--- src/rtl/adder_arb_pkg.sv ---
// Shared constants, result record and index helper for the round-robin adder.
package adder_arb_pkg;

  localparam int unsigned DefDataWidth = 8;
  localparam int unsigned DefNumReq    = 4;
  localparam int unsigned DefIdW       = $clog2(DefNumReq);

  // Result slot contents at the default sizing: sum carries the carry-out in its MSB.
  typedef struct packed {
    logic [DefDataWidth:0] sum;
    logic [DefIdW-1:0]     id;
  } result_t;

  // Circular increment modulo n.
  function automatic int unsigned next_idx(input int unsigned idx, input int unsigned n);
    return (idx + 1 >= n) ? 0 : idx + 1;
  endfunction

endpackage

--- src/rtl/adder_rr_arbiter_rr_arbiter.sv ---
// Combinational round-robin arbiter: first request at or after ptr_i, scanning circularly.
module adder_rr_arbiter_rr_arbiter
  import adder_arb_pkg::*;
#(
  parameter int unsigned NUM_REQ = DefNumReq,
  parameter int unsigned ID_W    = $clog2(NUM_REQ)
) (
  input  logic [NUM_REQ-1:0] req_i,
  input  logic [ID_W-1:0]    ptr_i,
  input  logic               en_i,
  output logic [NUM_REQ-1:0] gnt_o,
  output logic [ID_W-1:0]    idx_o
);

  // Circular priority scan; the grant is suppressed when en_i is low but idx_o still resolves.
  always_comb begin
    logic            found;
    logic [ID_W-1:0] cand;
    gnt_o = '0;
    idx_o = '0;
    found = 1'b0;
    cand  = ptr_i;
    for (int unsigned k = 0; k < NUM_REQ; k++) begin
      if (!found && req_i[cand]) begin
        found = 1'b1;
        idx_o = cand;
      end
      cand = ID_W'(next_idx(32'(cand), NUM_REQ));
    end
    if (en_i && found) begin
      gnt_o[idx_o] = 1'b1;
    end
  end

endmodule

--- src/rtl/adder_rr_arbiter.sv ---
// Round-robin shared adder: one job accepted per cycle into a one-entry tagged result slot.
module adder_rr_arbiter
  import adder_arb_pkg::*;
#(
  parameter int unsigned DATA_WIDTH = DefDataWidth,
  parameter int unsigned NUM_REQ    = DefNumReq,
  parameter int unsigned ID_W       = $clog2(NUM_REQ),
  parameter int unsigned CNT_W      = 16
) (
  input  logic                          clk,
  input  logic                          resetn,
  input  logic [NUM_REQ-1:0]            req_valid,
  output logic [NUM_REQ-1:0]            req_ready,
  input  logic [NUM_REQ*DATA_WIDTH-1:0] req_a,
  input  logic [NUM_REQ*DATA_WIDTH-1:0] req_b,
  output logic                          out_valid,
  input  logic                          out_ready,
  output logic [DATA_WIDTH:0]           out_sum,
  output logic [ID_W-1:0]               out_id,
  output logic [CNT_W-1:0]              acc_cnt
);

  logic                  slot_free;
  logic                  accept;
  logic [NUM_REQ-1:0]    gnt;
  logic [ID_W-1:0]       gnt_idx;
  logic [DATA_WIDTH-1:0] op_a;
  logic [DATA_WIDTH-1:0] op_b;

  logic                  out_valid_q, out_valid_d;
  logic [DATA_WIDTH:0]   out_sum_q, out_sum_d;
  logic [ID_W-1:0]       out_id_q, out_id_d;
  logic [ID_W-1:0]       rr_ptr_q, rr_ptr_d;
  logic [CNT_W-1:0]      acc_cnt_q, acc_cnt_d;

  // The slot can take a new result if it is empty or being drained this cycle.
  assign slot_free = !out_valid_q || out_ready;

  // Gating with resetn keeps every ready low while reset is held.
  adder_rr_arbiter_rr_arbiter #(
    .NUM_REQ (NUM_REQ),
    .ID_W    (ID_W)
  ) u_rr (
    .req_i (req_valid),
    .ptr_i (rr_ptr_q),
    .en_i  (slot_free && resetn),
    .gnt_o (gnt),
    .idx_o (gnt_idx)
  );

  assign req_ready = gnt;
  // A grant is only ever issued to a valid requester, so any grant is an accept.
  assign accept    = |(req_valid & gnt);

  assign op_a = req_a[32'(gnt_idx) * DATA_WIDTH +: DATA_WIDTH];
  assign op_b = req_b[32'(gnt_idx) * DATA_WIDTH +: DATA_WIDTH];

  // Next-state: load on accept (also covers simultaneous drain), clear valid on a pure drain.
  always_comb begin
    out_valid_d = out_valid_q;
    out_sum_d   = out_sum_q;
    out_id_d    = out_id_q;
    rr_ptr_d    = rr_ptr_q;
    acc_cnt_d   = acc_cnt_q;
    if (accept) begin
      out_sum_d   = {1'b0, op_a} + {1'b0, op_b};
      out_id_d    = gnt_idx;
      out_valid_d = 1'b1;
      rr_ptr_d    = ID_W'(next_idx(32'(gnt_idx), NUM_REQ));
      acc_cnt_d   = acc_cnt_q + CNT_W'(1);
    end else if (out_valid_q && out_ready) begin
      out_valid_d = 1'b0;
    end
  end

  // Slot, pointer and counter registers; reset discards any pending result.
  always_ff @(posedge clk or negedge resetn) begin
    if (!resetn) begin
      out_valid_q <= 1'b0;
      out_sum_q   <= '0;
      out_id_q    <= '0;
      rr_ptr_q    <= '0;
      acc_cnt_q   <= '0;
    end else begin
      out_valid_q <= out_valid_d;
      out_sum_q   <= out_sum_d;
      out_id_q    <= out_id_d;
      rr_ptr_q    <= rr_ptr_d;
      acc_cnt_q   <= acc_cnt_d;
    end
  end

  assign out_valid = out_valid_q;
  assign out_sum   = out_sum_q;
  assign out_id    = out_id_q;
  assign acc_cnt   = acc_cnt_q;

endmodule

--- config.mk ---
export PLATFORM = sky130hd
export DESIGN_NAME = adder_rr_arbiter
export DESIGN_NICKNAME = d
export VERILOG_FILES = /design/src/rtl/adder_arb_pkg.sv /design/src/rtl/adder_rr_arbiter_rr_arbiter.sv /design/src/rtl/adder_rr_arbiter.sv
export SDC_FILE = /design/constraint.sdc
export NUM_CORES = 1
export LEC_CHECK = 0
export ABC_AREA = 1
export BUFFER_PORTS_ARGS = -buffer_cell sky130_fd_sc_hd__buf_2
export CORE_UTILIZATION = 55
export DETAILED_ROUTE_END_ITERATION = 10
export PLACE_DENSITY_LB_ADDON = 0.05
export SLEW_MARGIN = 15
export SYNTH_ARGS = -nofsm -noshare
export SYNTH_HDL_FRONTEND = slang
export SYNTH_SLANG_ARGS = --single-unit
--- constraint.sdc ---
create_clock -name clk -period 8.8 [get_ports clk]
set_input_delay 0.88 -clock clk [delete_from_list [all_inputs] [get_ports clk]]
set_output_delay 0.88 -clock clk [all_outputs]
set_load 0.02 [all_outputs]
Yosys cells after proc, flatten, opt, wreduce, memory -nomap -nowiden
Index checks and enable logic that the tools add are counted.
Widths: inputs -> output; s select.
{"block": "classes", "addsub": 6, "reduce_logical": 14, "shifts": 2, "n_mux": 25, "n_bitwise": 1, "order_cmp": 10}
{"op": "$shiftx 32x6->8", "count": 2}
{"op": "$add 16x1->16 const B", "count": 1}
{"op": "$mux 2", "count": 8}
{"op": "$lt 2x3->1 const B", "count": 5}
{"op": "$add 2x1->3 const B", "count": 4}
{"op": "$ge 3x3->1 const B", "count": 4}
{"op": "$mux 1", "count": 11}
{"op": "$add 8x8->9", "count": 1}
{"op": "$bmux 1 s2", "count": 4}
{"op": "$logic_and 1x1->1", "count": 7}
{"op": "$and 4x4->4", "count": 1}
{"op": "$logic_not 1->1", "count": 4}
{"op": "$mux 4", "count": 1}
{"op": "$reduce_or 4->1", "count": 1}
{"op": "$demux 1 s2", "count": 1}
{"op": "$ge 2x1->1 const B", "count": 1}
{"op": "$reduce_bool 2->1", "count": 1}
{"op": "$logic_or 1x1->1", "count": 1}
{"block": "totals", "register_bits": 30, "input_bits": 71, "output_inout_bits": 32, "wordCells": 63}

Logic depth before layout (Yosys ltp)
{"block": "logic_depth", "depth_word": 21, "mapped_depth": 28, "mapped_depth_nobuf": 27}

Hierarchy
From an unflattened synthesis, not the netlist that was laid out.
{"block": "unflattened", "cells_unflattened": 405, "area_unflattened_um2": 2590.0}
{"mod": "adder_rr_arbiter", "area_each_um2": 2238.4, "cells_each": 330, "instances": 1, "seq_area_each_um2": 750.7}
{"mod": "adder_rr_arbiter_rr_arbiter", "area_each_um2": 351.6, "cells_each": 75, "instances": 1, "seq_area_each_um2": 0.0}

Worst setup path before layout
OpenSTA, ideal clock, no wires.
{"block": "synth_timing", "path_type": "input port to flip-flop", "start": "input port req_valid[3]", "end": "register out_sum_q[8] (netlist: out_sum[8])", "t_arrival_ps": 3454, "setup_time_ps": 123, "setup_slack_ps": 5223, "path_buffers": 1, "required_ps": 8677, "cell_stages": 24, "path_cell_list": "inv_1 -> nand2_1 -> nand3_1 -> nand2_1 -> nor2_4 -> nand3b_1 -> or2_1 -> nand2_4 -> inv_2 -> buf_6 -> nand3_1 -> nand2_1 -> ha_1 -> fa_1 -> nand3_1 -> nand3_1 -> a21oi_1 -> nor2_1 -> nor2_1 -> o21bai_1 -> nand2_1 -> nand2_1 -> o21ai_0 -> nand2_1"}
{"block": "synth_via", "elab_chain_len": 19, "word_cells_on_any_way": 34, "classes_between": "1 x add/sub; 2 x order compare; 2 x shift; 19 x mux; 1 x bitwise; 9 x reduce/logical"}
{"element": "start, declared", "line_no": "adder_rr_arbiter.sv:12", "text": "input logic [NUM_REQ-1:0] req_valid,"}
{"element": "$bmux 1 s2", "line_no": "adder_rr_arbiter_rr_arbiter.sv:24", "text": "if (!found && req_i[cand]) begin"}
{"element": "$mux 1 (implied by the code)", "line_no": "adder_rr_arbiter_rr_arbiter.sv:24"}
{"element": "$mux 1", "line_no": "adder_rr_arbiter_rr_arbiter.sv:24"}
{"element": "$logic_not 1->1", "line_no": "adder_rr_arbiter_rr_arbiter.sv:24"}
{"element": "$logic_and 1x1->1", "line_no": "adder_rr_arbiter_rr_arbiter.sv:24"}
{"element": "$mux 1", "line_no": "adder_rr_arbiter_rr_arbiter.sv:24"}
{"element": "$logic_not 1->1", "line_no": "adder_rr_arbiter_rr_arbiter.sv:24"}
{"element": "$logic_and 1x1->1", "line_no": "adder_rr_arbiter_rr_arbiter.sv:24"}
{"element": "$mux 1", "line_no": "adder_rr_arbiter_rr_arbiter.sv:24"}
{"element": "$logic_not 1->1", "line_no": "adder_rr_arbiter_rr_arbiter.sv:24"}
{"element": "$logic_and 1x1->1", "line_no": "adder_rr_arbiter_rr_arbiter.sv:24"}
{"element": "$mux 2 (*)", "line_no": "adder_rr_arbiter_rr_arbiter.sv:24"}
{"element": "named net gnt_idx[1]", "line_no": "adder_rr_arbiter.sv:26", "text": "logic [ID_W-1:0] gnt_idx;"}
{"element": "branches (longest 7 deep; another with $add 8x8->9)"}
{"element": "end signal, assigned", "line_no": "adder_rr_arbiter.sv:86", "text": "out_sum_q <= out_sum_d;"}
{"element": "end, declared", "line_no": "adder_rr_arbiter.sv:31", "text": "logic [DATA_WIDTH:0] out_sum_q, out_sum_d;"}
Mark *: on every way through the listed nets, which the timed path passes. The select of a mux whose other input is x is not followed.
A chain may end at the register's enable or synchronous reset.

Worst setup path after layout
{"block": "layout_timing", "start": "register rr_ptr_q[0]", "end": "register out_sum_q[8] (netlist: out_sum[8])"}
{"block": "layout_via", "elab_chain_len": 20, "word_cells_on_any_way": 43, "classes_between": "4 x add/sub; 5 x order compare; 2 x shift; 22 x mux; 1 x bitwise; 9 x reduce/logical"}
{"element": "start, declared", "line_no": "adder_rr_arbiter.sv:33", "text": "logic [ID_W-1:0] rr_ptr_q, rr_ptr_d;"}
{"element": "start signal, assigned", "line_no": "adder_rr_arbiter.sv:88", "text": "rr_ptr_q <= rr_ptr_d;"}
{"element": "branches (longest 20 deep; another with $add 2x1->3)"}
Several ways; the timed one is not identified. The select of a mux whose other input is x is not followed.

==> impl_metrics.toml <==
[grt]
antenna_found_initial = 0
grtUsageTotal_pct = 26.6
grt_pass1_wl_um = 11800
grt_overflow = 0
grt_max_degree = 37
grt_pass1_vias = 2891

[finish]
syn_to_final_growth_pct = 19.9
final_cell_mix = "nand2_1 (191), buf_2 (102), inv_1 (85), nand3_1 (45)"
final_common_cell = "nand2_1"
final_nets = 667
antenna_cells = 0
drive_gt1_share_pct = 21.0
design_area_um2 = 3540

[synth]
synthCells = 487
syn_area_um2 = 2950
async_flop_share_pct = 100
syn_avg_cell_area_um2 = 6.06
synth_warnings = 0
synthDistinctLibCells = 31
synth_nets = 573
synth_top_flop_cell = "dfrtp_1"
ys_seq_elements = 30
synth_edf_count = 0
yosysSeqAreaShare_pct = 25.5

[setup_path]
cp_num_buf_inv = 2
critical_path_depth = 24
path_cells = "ha_1, inv_1, nor2_1, nand2_1, nand2_1, nand3b_1, nand2_1, nand2_2, inv_2, nand2_1, nand3_1, nand2_1, ha_1, fa_1, nand3_1, nand3_1, a21oi_1, nor2_1, nor2_1, o21bai_1, nand2_1, nand2_1, o21ai_0, nand2_1"
crit_required_ps = 8970
start_kind = "flip-flop"
cp_slowest_stage_delay_ps = 600
cp-end-kind = "flip-flop"
critPathKind = "reg2reg"
crit_path_max_fanout = 36
r2r_slack_ps = 4320
worstRegToRegCells = 24
cpLargestDelayFamily = "simple AND/OR/NAND/NOR gates"
cpMostUsedCell = "nand2_1"
slowest_stage = "inv_2"
timing.rr.end = "out_sum[8]"
timing.rr.start = "rr_ptr_q[0]"
crit_end = "out_sum[8]"
cp-startpoint = "rr_ptr_q[0]"
crit_arrival_ps = 4650

[detailed_routing]
vias = 3245
first_iter_violations = 216
firstDrtPassIters = 5
postRouteAntennaNets = 0
wl_per_cell_um = 11.1
drc = 0
wl_um = 7230
via_per_inst = 4.99

[place]
gp_congestion = 0.841
port_buffers = 102
dp_slack_ps = 4220
dpl.hpwl_um = 5350
dpl_cell_area_um2 = 3450

[timing]
timing.final.crit_share_pct = 50.9
skew_ps = 3.65
slew_headroom_pct = 55.2
maxSlewViolCount = 0
setup_violations = 0
setup_slack_ps = 4320
hold_viol = 0
fin_setup_tns_ps = 0
rsz0062_at_grt = "false"
tightest_slew_ps = 671
timing.hold.ws_ps = 473
fmax_mhz = 223
min_period_ps = 4480

[die]
core_area_um2 = 5140
std_cell_rows = 26
dieArea_um2 = 5660
die_x_um = 75.2
io_pins = 103
die_h_um = 75.2
start_util_pct = 57.4

[clock_network]
cts_tree = "built"
htree_num_levels = 2
cts-root-buf = "clkbuf_8"
holdBufCountCts = 0
post_cts_buffers = 0
path_clk_slew_ps = 60
cts_buffer_depth = 2
clock_sinks = 30
clk_latency_ps = 280
cts-resized-gates = 0
numCtsBuffers = 5

[hold_path]
worstHoldPathType = "reg2reg"

[status]
status = "finished, final reports clean"

[run]
max_cap_violations = 0
==> sequential cells by signal (all words and copies together), names as in the netlist <==
name and flops:
acc_cnt 16, out_id 2, out_sum 9, out_valid 1
rr_ptr_q 2
==> cell usage after synthesis (2+ instances only) <==
cell type,count,area [µm²]
nor4_1,2,12.5
xnor2_1,7,61.3
o21a_1,2,15.0
buf_2,6,30.0
nor2_4,2,22.5
nand3_1,45,225
buf_6,3,33.8
nor2_1,19,71.3
nand2_1,191,717
xor2_1,12,105
nand3_2,3,30.0
ha_1,14,175
inv_2,3,11.3
buf_4,4,30.0
o21ai_0,30,150
nand4_1,6,37.5
o21ai_1,3,15.0
a21oi_1,3,15.0
nand2_2,3,18.8
dfrtp_1,30,751
clkbuf_1,3,11.3
nand3b_1,2,15.0
nor3_1,2,10.0
inv_1,85,319
==> final cells by class <==
cell class | instances | area, µm²
fill | 509 | 1600
inverter | 88 | 330
tap | 70 | 87.6
clock buffer | 6 | 82.6
timing repair buffer | 104 | 526
multi-input combinational | 352 | 1760
sequential | 30 | 751
==> worst min-delay path, cell delays in order (launching register included) <==
cell and delay, ps:
dfrtp_1 340, nand2_1 50, nand2_1 50
==> worst min path at each step <==
stage / from / endpoint / slack (ps) / cells after the start
detailed placement: out_sum[6] / out_sum[6] / 460 / 2
global route: out_sum[4] / out_sum[4] / 490 / 2
CTS: out_sum[6] / out_sum[6] / 480 / 2
global placement: out_id[0] / out_id[0] / 460 / 2
floorplan: rr_ptr_q[1] / rr_ptr_q[1] / 490 / 2
finish: out_sum[6] / out_sum[6] / 470 / 2
==> metrics by stage <==
stage               std cells  util (%)
finish                    650      68.8
global route              650      68.8
CTS                       650      68.8
detailed placement        644      67.2
global placement          644      67.2
floorplan                 487         -
==> per-layer routing <==
layer  vias up  GRT usage [%]  share of wire (%)
li1       1670              -                  -
met1      1479           32.0                 46
met2        84           49.1                 49
met3        12           4.95                3.9
met4         0           5.76                1.3
met5         -              0                  0
==> cell families after synthesis <==
kind of cell / count (synthesis) / synth area share (%)
flops: 30 / 25.5
buf+inv: 105 / 14.9
fa+ha+maj: 15 / 6.62
compound gates: 40 / 7.17
simple gates: 278 / 40.2
xor+xnor: 19 / 5.64
Power is not shown: default switching activity piles up to over one toggle a cycle in this logic, so the estimate is an artifact.
